`config.mk`:
```
export PLATFORM = sky130hd
export DESIGN_NAME = idex_hazard_ctrl
export DESIGN_NICKNAME = d
export VERILOG_FILES = /design/src/rtl/idex_hazard_ctrl.sv
export SDC_FILE = /design/constraint.sdc
export NUM_CORES = 1
export LEC_CHECK = 0
export ABC_AREA = 1
export CORE_AREA = 4 4 54 56
export CTS_CLUSTER_DIAMETER = 80
export DETAILED_ROUTE_END_ITERATION = 10
export DIE_AREA = 0 0 58 60
export DONT_BUFFER_PORTS = 1
export GPL_TIMING_DRIVEN = 0
export PLACE_DENSITY = 0.81
export SLEW_MARGIN = 20
export SYNTH_ARGS = -nofsm -noshare
export SYNTH_HDL_FRONTEND = slang
export SYNTH_SLANG_ARGS = --single-unit
export TNS_END_PERCENT = 10
```
`constraint.sdc`:
```
create_clock -name clk -period 3.8 [get_ports clk]
set_input_delay 0.76 -clock clk [delete_from_list [all_inputs] [get_ports clk]]
set_output_delay 0.76 -clock clk [all_outputs]
set_load 0.02 [all_outputs]
```
`src/rtl/idex_hazard_ctrl.sv`:
```
// ID/EX hazard controller: load-use stall, multi-cycle EX freeze, taken-branch flush, stall counter.
// Latency: controls are combinational from fsm state and current inputs; state updates on posedge clk.
// Backpressure: none accepted; the module itself produces the pipeline backpressure via the write enables.
module idex_hazard_ctrl #(
    parameter int unsigned MUL_LAT = 4,
    parameter int unsigned CNT_W   = 16
) (
    input  logic             clk,
    input  logic             rst,
    input  logic             ex_MemRead,
    input  logic [4:0]       ex_RegRt,
    input  logic             ex_MulStart,
    input  logic [4:0]       id_RegRs,
    input  logic [4:0]       id_RegRt,
    input  logic             id_UsesRt,
    input  logic             mem_BranchTaken,
    output logic             pc_wen,
    output logic             ifid_wen,
    output logic             ifid_flush,
    output logic             idex_wen,
    output logic             idex_bubble,
    output logic             ex_busy,
    output logic             mul_done,
    output logic [CNT_W-1:0] stall_count
);

    typedef enum logic {
        IDLE     = 1'b0,
        MUL_BUSY = 1'b1
    } fsm_t;

    localparam logic [3:0]       MCNT_INIT = 4'(MUL_LAT - 1);
    localparam logic [CNT_W-1:0] CNT_MAX   = '1;
    localparam logic [CNT_W-1:0] CNT_ONE   = CNT_W'(1);

    fsm_t             fsm_q, fsm_d;
    logic [3:0]       mcnt_q, mcnt_d;
    logic [CNT_W-1:0] stall_count_q, stall_count_d;
    logic             lu_hit;

    always_comb begin
        lu_hit = ex_MemRead && (ex_RegRt != 5'd0) &&
                 ((ex_RegRt == id_RegRs) || (id_UsesRt && (ex_RegRt == id_RegRt)));
    end

    always_comb begin
        fsm_d       = fsm_q;
        mcnt_d      = mcnt_q;
        pc_wen      = 1'b1;
        ifid_wen    = 1'b1;
        ifid_flush  = 1'b0;
        idex_wen    = 1'b1;
        idex_bubble = 1'b0;
        ex_busy     = 1'b0;
        mul_done    = 1'b0;

        unique case (fsm_q)
            IDLE: begin
                if (mem_BranchTaken) begin
                    // Wrong-path EX op and ID instruction are squashed; PC loads the target.
                    ifid_flush  = 1'b1;
                    idex_bubble = 1'b1;
                end else if (ex_MulStart) begin
                    // The freeze subsumes any load-use stall raised this cycle.
                    fsm_d    = MUL_BUSY;
                    mcnt_d   = MCNT_INIT;
                    pc_wen   = 1'b0;
                    ifid_wen = 1'b0;
                    idex_wen = 1'b0;
                    ex_busy  = 1'b1;
                end else if (lu_hit) begin
                    pc_wen      = 1'b0;
                    ifid_wen    = 1'b0;
                    idex_bubble = 1'b1;
                end
            end
            MUL_BUSY: begin
                pc_wen   = 1'b0;
                ifid_wen = 1'b0;
                idex_wen = 1'b0;
                ex_busy  = 1'b1;
                mcnt_d   = mcnt_q - 4'd1;
                if (mcnt_q == 4'd1) begin
                    mul_done = 1'b1;
                    fsm_d    = IDLE;
                end
            end
            default: begin
                fsm_d = IDLE;
            end
        endcase
    end

    always_comb begin
        stall_count_d = stall_count_q;
        if (!pc_wen && (stall_count_q != CNT_MAX)) begin
            stall_count_d = stall_count_q + CNT_ONE;
        end
    end

    always_ff @(posedge clk) begin
        if (rst) begin
            fsm_q         <= IDLE;
            mcnt_q        <= 4'd0;
            stall_count_q <= '0;
        end else begin
            fsm_q         <= fsm_d;
            mcnt_q        <= mcnt_d;
            stall_count_q <= stall_count_d;
        end
    end

    assign stall_count = stall_count_q;

endmodule

```
# Word level (Yosys, flattened, before mapping)
# Cells that the tools add are included.
# Widths: inputs -> output; s select.
[op_classes]
n_addsub = 2
eq_ne = 6
mux = 23
bitwise_logic = 1
reduce_logical = 8
[op_table]
columns = ["cell", "n"]
rows = [
  ["$add 16x1->16 const B", 1],
  ["$mux 1", 16],
  ["$ne 16x16->1 const B", 1],
  ["$eq 5x5->1", 2],
  ["$mux 4", 2],
  ["$pmux 1 s2", 4],
  ["$pmux 4 s2", 1],
  ["$reduce_bool 5->1", 1],
  ["$eq 4x1->1 const B", 1],
  ["$logic_and 1x1->1", 4],
  ["$ne 2x2->1 const B", 2],
  ["$sub 4x1->4 const B", 1],
  ["$reduce_and 2->1", 1],
  ["$logic_not 1->1", 1],
  ["$logic_or 1x1->1", 1],
  ["$not 1->1", 1],
]
[word_totals]
register_bits = 21
inputBits = 21
out_inout_bits = 23
word_cells = 43

# Longest topological paths before layout
# Gate-level depths: netlist of run 1.
[depth]
ltp_word = 10
depth_mapped = 12
depth_no_buf = 11

# Worst setup path before layout of run 1
# OpenSTA, ideal clock, no wires.
[synth_path]
path_type = "input port to output port"
startpoint = "input port mem_BranchTaken"
endpoint = "output port pc_wen"
t_arrival_ns = 2.117
required_ns = 3.040
path_slack_ns = 0.923
cell_stages = 6
n_path_buf = 2
cell_sequence = "inv_1 a21oi_1 nand2_2 buf_2 inv_1 buf_4"
[synth_between]
elab_chain_len = 2
[synth_rtl]
columns = ["element", "line", "text"]
rows = [
  ["start: declaration", "16", "input logic mem_BranchTaken,"],
  ["$mux 1", "n/a", ""],
  ["$pmux 1 s2", "n/a", ""],
  ["end: declaration", "17", "output logic pc_wen,"],
]
# No other way between the ends.

# Worst setup path in the final report of run 1
# Ends and elaborated chain as after synthesis.

==> summary.md, run 1 <==
| Metric | Value |
|---|---|
| Status | finished clean |
| HPWL Detailed | 2270 microns |
| Die Y | 60 microns |
| Setup TNS Final | 0 ps |
| Post-layout nets | 242 |
| Commonest cells post-synth | nand2_1, nand3_1, inv_1, dfxtp_1, nor2_1 |
| Reg2Reg Depth | 10 |
| Buffers added on ports | 0 |
| Required time worst endpoint | 3040 ps |
| Final-report setup violation count | 0 |
| Leakage power | 0.641 nW |
| Crit-path max FO | 10 |
| Maximum clock rate | 325 MHz |
| Primary FF master, synth | dfxtp_1 |
| Post-synthesis sequential area ratio | 0.295 |
| Top-count cell post-synth | nand2_1 |
| Post-synthesis instance total | 213 |
| Setup crit end kind | output port |
| H-tree levels | 1 |
| Max clock buf depth | 2 |
| Total track usage | 0.190 |
| Max IR drop VDD | 216 uV |
| Initial detailed-routing violation count | 59 |
| Layout cells sized above 1 | 0.134 |
| GP Congestion | 0.812 |
| Vias in the first global route | 1267 |
| Tmin final | 3070 ps |
| First drt pass iteration count | 4 |
| MaxCap Viol Count | 0 |
| Area growth syn-to-layout | 4.56% |
| Synth top area cells | dfxtp_1, nand2_1, nand3_1 |
| Hold_buf cts | 0 |
| Cell Pwr Density | 286 nW/um^2 |
| Max-slew headroom | 0.499 |
| CP arrival | 2310 ps |
| Core area | 2430 sq um |
| Final Cycle Share | 0.809 |
| Fill cell count | 238 |
| Most area-hungry cell type in the Yosys netlist | dfxtp_1 |
| Worst-margin pin slew | 751 ps |
| Cell row count | 18 |
| Syn_area_per_cell | 6.70 sq um |
| Min-Delay Startpoint | mcnt_q[1]$_SDFFE_PP0P_ |
| First-pass GRT wire length | 5240 microns |
| Launch point of the worst reg-to-reg path | stall_count[0]$_SDFFE_PP0P_ |
| Distinct cell type count after synthesis | 26 |
| DRC viols | 0 |
| CTS tree | done |
| Final Max Slew Viols | 0 |
| Crit path kind | in -> out |
| Initial Utilization | 0.586 |
| Root buf cell | clkbuf_4 |
| CTS clk-pin slew, worst paths | 110 ps |
| Die Footprint | 3480 sq um |
| Die width | 58 microns |
| WL per Instance | 11.8 microns |
| Final hold violation count | 0 |
| Seq cells post-synth | 21 |
| Syn nets | 237 |
| Reg-to-Reg End | stall_count[1]$_SDFFE_PP0P_ |
| Routed Antenna Nets | 0 |
| Setup crit start kind | input pin |
| Post-route cell area | 1490 sq um |
| Largest net degree at the start of global routing | 13 |
| RSZ-0062 raised after global routing | no |
| Diodes inserted | 0 |
| Asr flop ratio synth | 0 |
| End of the worst hold path | mcnt_q[1]$_SDFFE_PP0P_ |
| Initial antenna violation count | 0 |
| IO Count | 44 |
| Final Worst Setup Slack | 727 ps |
| Postcts setup bufs | 0 |
| Final std cells w/o fill | 247 |
| Yosys warnings | 0 |
| CTS sink cnt | 21 |
| Routed wire length | 2910 microns |
| Worst-skew pair later-pin latency | 320 ps |
| Post-place setup slack | 700 ps |
| Synth top area share | 0.295 |
| Cell count of the worst hold path | 2 |
| Mapped cell area | 1430 sq um |
| Setup crit start | mem_BranchTaken |
| Hold Slack | 517 ps |
| Total gr overflow | 0 |
| Post-synth EDFFs | 0 |
| Vias per cell | 5.21 |
| CTS buffer count | 3 |
| Clk_skew | 12.7 ps |
| Hold/Removal Path Class | reg -> reg |
| R2r setup slk | 1740 ps |
| DP Area | 1460 sq um |
| Dpl cells | 243 |
| Post-CTS sizing | 0 |
| Via count | 1288 |
[worst max-delay path by stage]
stage,to,slack (ps),depth (start not counted)
6_report,pc_wen,730,6
3_5_place_dp,pc_wen,700,6
5_1_grt,pc_wen,580,6
2_1_floorplan,pc_wen,920,6
3_3_place_gp,pc_wen,720,6
4_1_cts,pc_wen,700,6
[cell type report]
cell class | instances | area, sq um | area share
Buffer | 6 | 36.3 | 0.0243
Inverter | 26 | 97.6 | 0.0654
Tap cell | 30 | 37.5 | 0.0252
Clock buffer | 3 | 22.5 | 0.0151
Clock inverter | 1 | 5.00 | 0.00336
Multi-Input combinational cell | 160 | 872 | 0.585
Sequential cell | 21 | 420 | 0.282
[registers in the layout (all words and copies together) (netlist names)]
register / flops
stall_count: 16
mcnt_q: 4
fsm_q: 1
[per-stage QoR]
step	power [mW]	utilization
6_report	0.426	0.613
5_1_grt	0.452	0.613
4_1_cts	0.430	0.613
3_5_place_dp	0.318	0.602
3_3_place_gp	0.316	0.602
2_1_floorplan	0.304	-
[where the power goes]
group	switching [mW]	total [mW]	leakage, nW	internal, mW
clock	0.0744	0.114	0.0177	0.0395
sequential	0.0111	0.238	0.170	0.227
combinational	0.0500	0.0739	0.453	0.0239
[kinds of logic (layout without fill, tap and decap cells)]
| group | after synthesis | after routing | share of synthesized area |
|---|---|---|---|
| flops | 21 | 21 | 0.295 |
| simple gates | 115 | 115 | 0.368 |
| fa+ha+maj | 3 | 3 | 0.0263 |
| xor+xnor | 15 | 15 | 0.0921 |
| compound gates | 27 | 27 | 0.125 |
| buf+inv | 32 | 36 | 0.0939 |
[cell usage in the layout (no fill, tap or decap)]
master	synthesis	routed
buf_4	1	1
nand2_2	3	3
nand3_1	24	24
inv_1	22	22
nor3b_1	1	1
a21oi_1	11	11
nor2_4	2	2
a21oi_2	10	10
nand2_1	56	56
nor2_1	20	20
nand2_4	1	1
clkbuf_4	0	3
nand4_1	3	3
buf_1	1	1
nor3_1	4	4
a31oi_1	1	1
inv_2	4	4
dfxtp_1	21	21
a311oi_1	1	1
xnor2_1	5	5
xor2_1	10	10
clkbuf_1	1	1
nand4_4	1	1
buf_6	1	1
o21ai_0	4	4
buf_2	2	2
clkinv_2	0	1
ha_1	3	3
[worst max-delay path: stages]
cell	delay, ps
inv_1	40
a21oi_1	580
nand2_2	300
buf_2	260
inv_1	190
buf_4	180
[metal layers]
layer	wire length, microns	GRT usage
met1	1290	0.219
met5	0	0
met4	12	0.0563
met3	210	0.0626
met2	1400	0.334
Power figures use the tool's default switching activity.
==> run 2: changes to the inputs <==
--- a/config.mk
+++ b/config.mk
@@ -5,14 +5,14 @@
 export SDC_FILE = /design/constraint.sdc
 export NUM_CORES = 1
 export LEC_CHECK = 0
-export ABC_AREA = 1
-export CORE_AREA = 4 4 54 56
+export ABC_AREA = 0
+export CORE_AREA = 4 4 51 53
 export CTS_CLUSTER_DIAMETER = 80
 export DETAILED_ROUTE_END_ITERATION = 10
-export DIE_AREA = 0 0 58 60
+export DIE_AREA = 0 0 55 57
 export DONT_BUFFER_PORTS = 1
 export GPL_TIMING_DRIVEN = 0
-export PLACE_DENSITY = 0.81
+export PLACE_DENSITY = 0.8
 export SLEW_MARGIN = 20
 export SYNTH_ARGS = -nofsm -noshare
 export SYNTH_HDL_FRONTEND = slang
==> constraint.sdc (replaced) <==
create_clock -name clk -period 3.1 [get_ports clk]
set_input_delay 0.62 -clock clk [delete_from_list [all_inputs] [get_ports clk]]
set_output_delay 0.62 -clock clk [all_outputs]
set_load 0.02 [all_outputs]
==> run 2 against run 1 <==
Count of clock-buffer cells in the layout grew 1. Synthesized cell count is 30% lower. Clock power up 18%. First-iteration DRC count shrank 61%. Highest routed layer unchanged.
==> summary.md, run 2 <==
| Metric | Value |
|---|---|
| Status | finished clean |
| Layout cells sized above 1 | 0.0724 (-0.0613) |
| CTS clk-pin slew, worst paths | 110 ps (about the same) |
| H-tree levels | 1 (unchanged) |
| GP Congestion | 0.798 (-1.7%) |
| Max reg flops | 16 (unchanged) |
| Most area-hungry cell type in the Yosys netlist | dfxtp_1 |
| Tmin final | 3010 ps |
| Maximum clock rate | 332 MHz |
| Max clock buf depth | 2 (unchanged) |
| Post-synthesis instance total | 149 (-30%) |
| Final-report setup violation count | 0 (unchanged) |
| GRT met3 Usage | 0.0392 (-0.0235) |
| Hold_buf cts | 0 (unchanged) |
| Setup crit start kind | input pin |
| Syn nets | 173 (-27%) |
| Vias per cell | 6.42 (+23%) |
| Yosys warnings | 0 (unchanged) |
| Die width | 55 microns (-5.2%) |
| Die Y | 57 microns (-5.0%) |
| Initial antenna violation count | 0 (unchanged) |
| Busiest grt layer | met2 |
| Required time worst endpoint | 2480 ps (-560 ps) |
| CTS sink cnt | 21 (unchanged) |
| Root buf cell | clkbuf_4 |
| Most frequent cells in the layout | dfxtp_1, nand3_1, a21oi_1 |
| Post-synthesis sequential area ratio | 0.338 (+0.0436) |
| Via count | 1155 (-10%) |
| Mapped cell area | 1240 sq um (-13%) |
| Buffers added on ports | 0 (unchanged) |
| RSZ-0062 raised after global routing | no |
| Crit path kind | in -> out |
| Routed wire length | 2860 microns (-1.4%) |
| Finished Core Util | 0.606 (-0.00746) |
| Grt met2 use | 0.336 (+0.00228) |
| Min-Delay Startpoint | mcnt_q[3]$_SDFFE_PP0P_ |
| Setup TNS Final | 0 ps (unchanged) |
| Die Footprint | 3140 sq um (-9.9%) |
| Asr flop ratio synth | 0 (unchanged) |
| Core area | 2150 sq um (-12%) |
| Routed Antenna Nets | 0 (unchanged) |
| Clk_skew | 2.61 ps (-10.1 ps) |
| Synth top area cells | dfxtp_1, xor2_1, or4_1 |
| Met1 usage | 0.233 (+0.0136) |
| CTS tree | done |
| Syn_area_per_cell | 8.34 sq um (+25%) |
| Hold Slack | 516 ps (-0.932 ps) |
| Crit-path max FO | 11 (+1) |
| Seq cells post-synth | 21 (unchanged) |
| CTS buffer count | 3 (unchanged) |
| Top-count cell post-synth | dfxtp_1 |
| IO Count | 44 (unchanged) |
| Total track usage | 0.197 (+0.00725) |
| Initial detailed-routing violation count | 23 (-61%) |
| Hold/Removal Path Class | reg -> reg |
| Final Max Slew Viols | 0 (unchanged) |
| Post-synth EDFFs | 0 (unchanged) |
| Initial Utilization | 0.578 (-0.00809) |
| First drt pass iteration count | 6 (+2) |
| Final hold violation count | 0 (unchanged) |
| Commonest cells post-synth | dfxtp_1, a21oi_1, nand3_1, nor2_1, or4_1 |
| Total gr overflow | 0 (unchanged) |
| Max IR drop VDD | 219 uV (+1.4%) |
| Largest net degree at the start of global routing | 12 (-1) |
| HPWL Detailed | 2140 microns (-5.5%) |
| Max-slew headroom | 0.513 (+0.0140) |
| Leakage power | 0.451 nW (-30%) |
| MaxCap Viol Count | 0 (unchanged) |
| Launch point of the worst reg-to-reg path | stall_count[3]$_SDFFE_PP0P_ |
| Setup crit start | ex_RegRt[4] |
| Dpl cells | 177 (-27%) |
| Primary FF master, synth | dfxtp_1 |
| DRC viols | 0 (unchanged) |
| Commonest non-fill, non-tap cell in the layout | dfxtp_1 |
| CP arrival | 2390 ps (+80 ps) |
| Final std cells w/o fill | 180 (-27%) |
| Post-layout nets | 177 (-27%) |
| Worst-margin pin slew | 725 ps (-26.6 ps) |
| Cell row count | 17 (-1) |
| Vias in the first global route | 1104 (-13%) |
| Final Cycle Share | 0.972 |
| Cell Pwr Density | 387 nW/um^2 (+36%) |
| Setup crit end kind | output port |
| Synth top area share | 0.338 (+0.0436) |
| First-pass GRT wire length | 4720 microns (-9.9%) |
| WL per Instance | 15.9 microns (+35%) |
| Worst-skew pair later-pin latency | 310 ps (about the same) |
| Distinct cell type count after synthesis | 38 (+46%) |
| Area growth syn-to-layout | 4.73% |
| Diodes inserted | 0 (unchanged) |
==> run 2: changes by cell type after synthesis, moves of 5 or more <==
cell,delta
nand2_1,-52
or4_1,+10
o31ai_1,+8
nor2_1,-9
a21oi_2,-10
nor2b_1,+5
clkbuf_1,+6
inv_1,-16
nand3_1,-11
==> run 2: worst paths after layout <==
kind | end | slack [ps] | depth (start not counted)
worst max register to register | stall_count[7]$_SDFFE_PP0P_ | 340 | 8
worst min register to register | mcnt_q[3]$_SDFFE_PP0P_ | 520 | 1
worst min-delay path | mcnt_q[3]$_SDFFE_PP0P_ | 520 | 1
worst max-delay path | pc_wen | 90 | 8
==> run 2: final cells by class <==
type,instances,area [sq um]
clock buffer,4,26.3
fill,208,847
buffer,8,42.5
sequential,21,420
inverter,7,26.3
tap,28,35.0
multi-input combinational,112,751
==> run 2: layer usage <==
| layer | vias up | part of all wire |
|---|---|---|
| met1 | 536 | 0.39 |
| li1 | 560 | - |
| met4 | 0 | 0.015 |
| met2 | 54 | 0.52 |
| met5 | - | 0 |
| met3 | 5 | 0.079 |
==> run 2: cell families after synthesis <==
family / share of synthesized area
AO/OA/AOI/OAI: 0.188
adder cells (fa/ha/maj): 0.0302
XOR/XNOR: 0.0705
AND/OR/NAND/NOR: 0.279
buffers and inverters: 0.0574
flip-flops: 0.338
multiplexers: 0.0363
==> run 2: power by group <==
group          internal, mW  leakage, nW  switching [mW]
combinational        0.0291        0.266          0.0508
clock                0.0502       0.0150          0.0838
sequential            0.278        0.170          0.0120
total                 0.357        0.451           0.147
==> run 2: stage by stage <==
stage	setup WS (ps)	cell area, sq um	power (mW)
4_1_cts	60.5	1310	0.511
2_1_floorplan	133	1240	0.362
6_report	87.9	1300	0.504
3_3_place_gp	-143	1280	0.374
5_1_grt	1.32	1300	0.535
3_5_place_dp	-146	1280	0.377
==> run 2: critical path, stage by stage <==
cell      delay [ps]
xor2_1           150
nor4_2           280
a32oi_1          200
o31ai_4          360
inv_2            140
buf_6            160
clkbuf_2         250
buf_4            230
==> run 2: repair_timing <==
item | in CTS | in global routing
resized for setup | 1 | 0
setup endpoints to repair | 1 | 1
gates cloned | 0 | 0
buffers inserted | 0 | 0
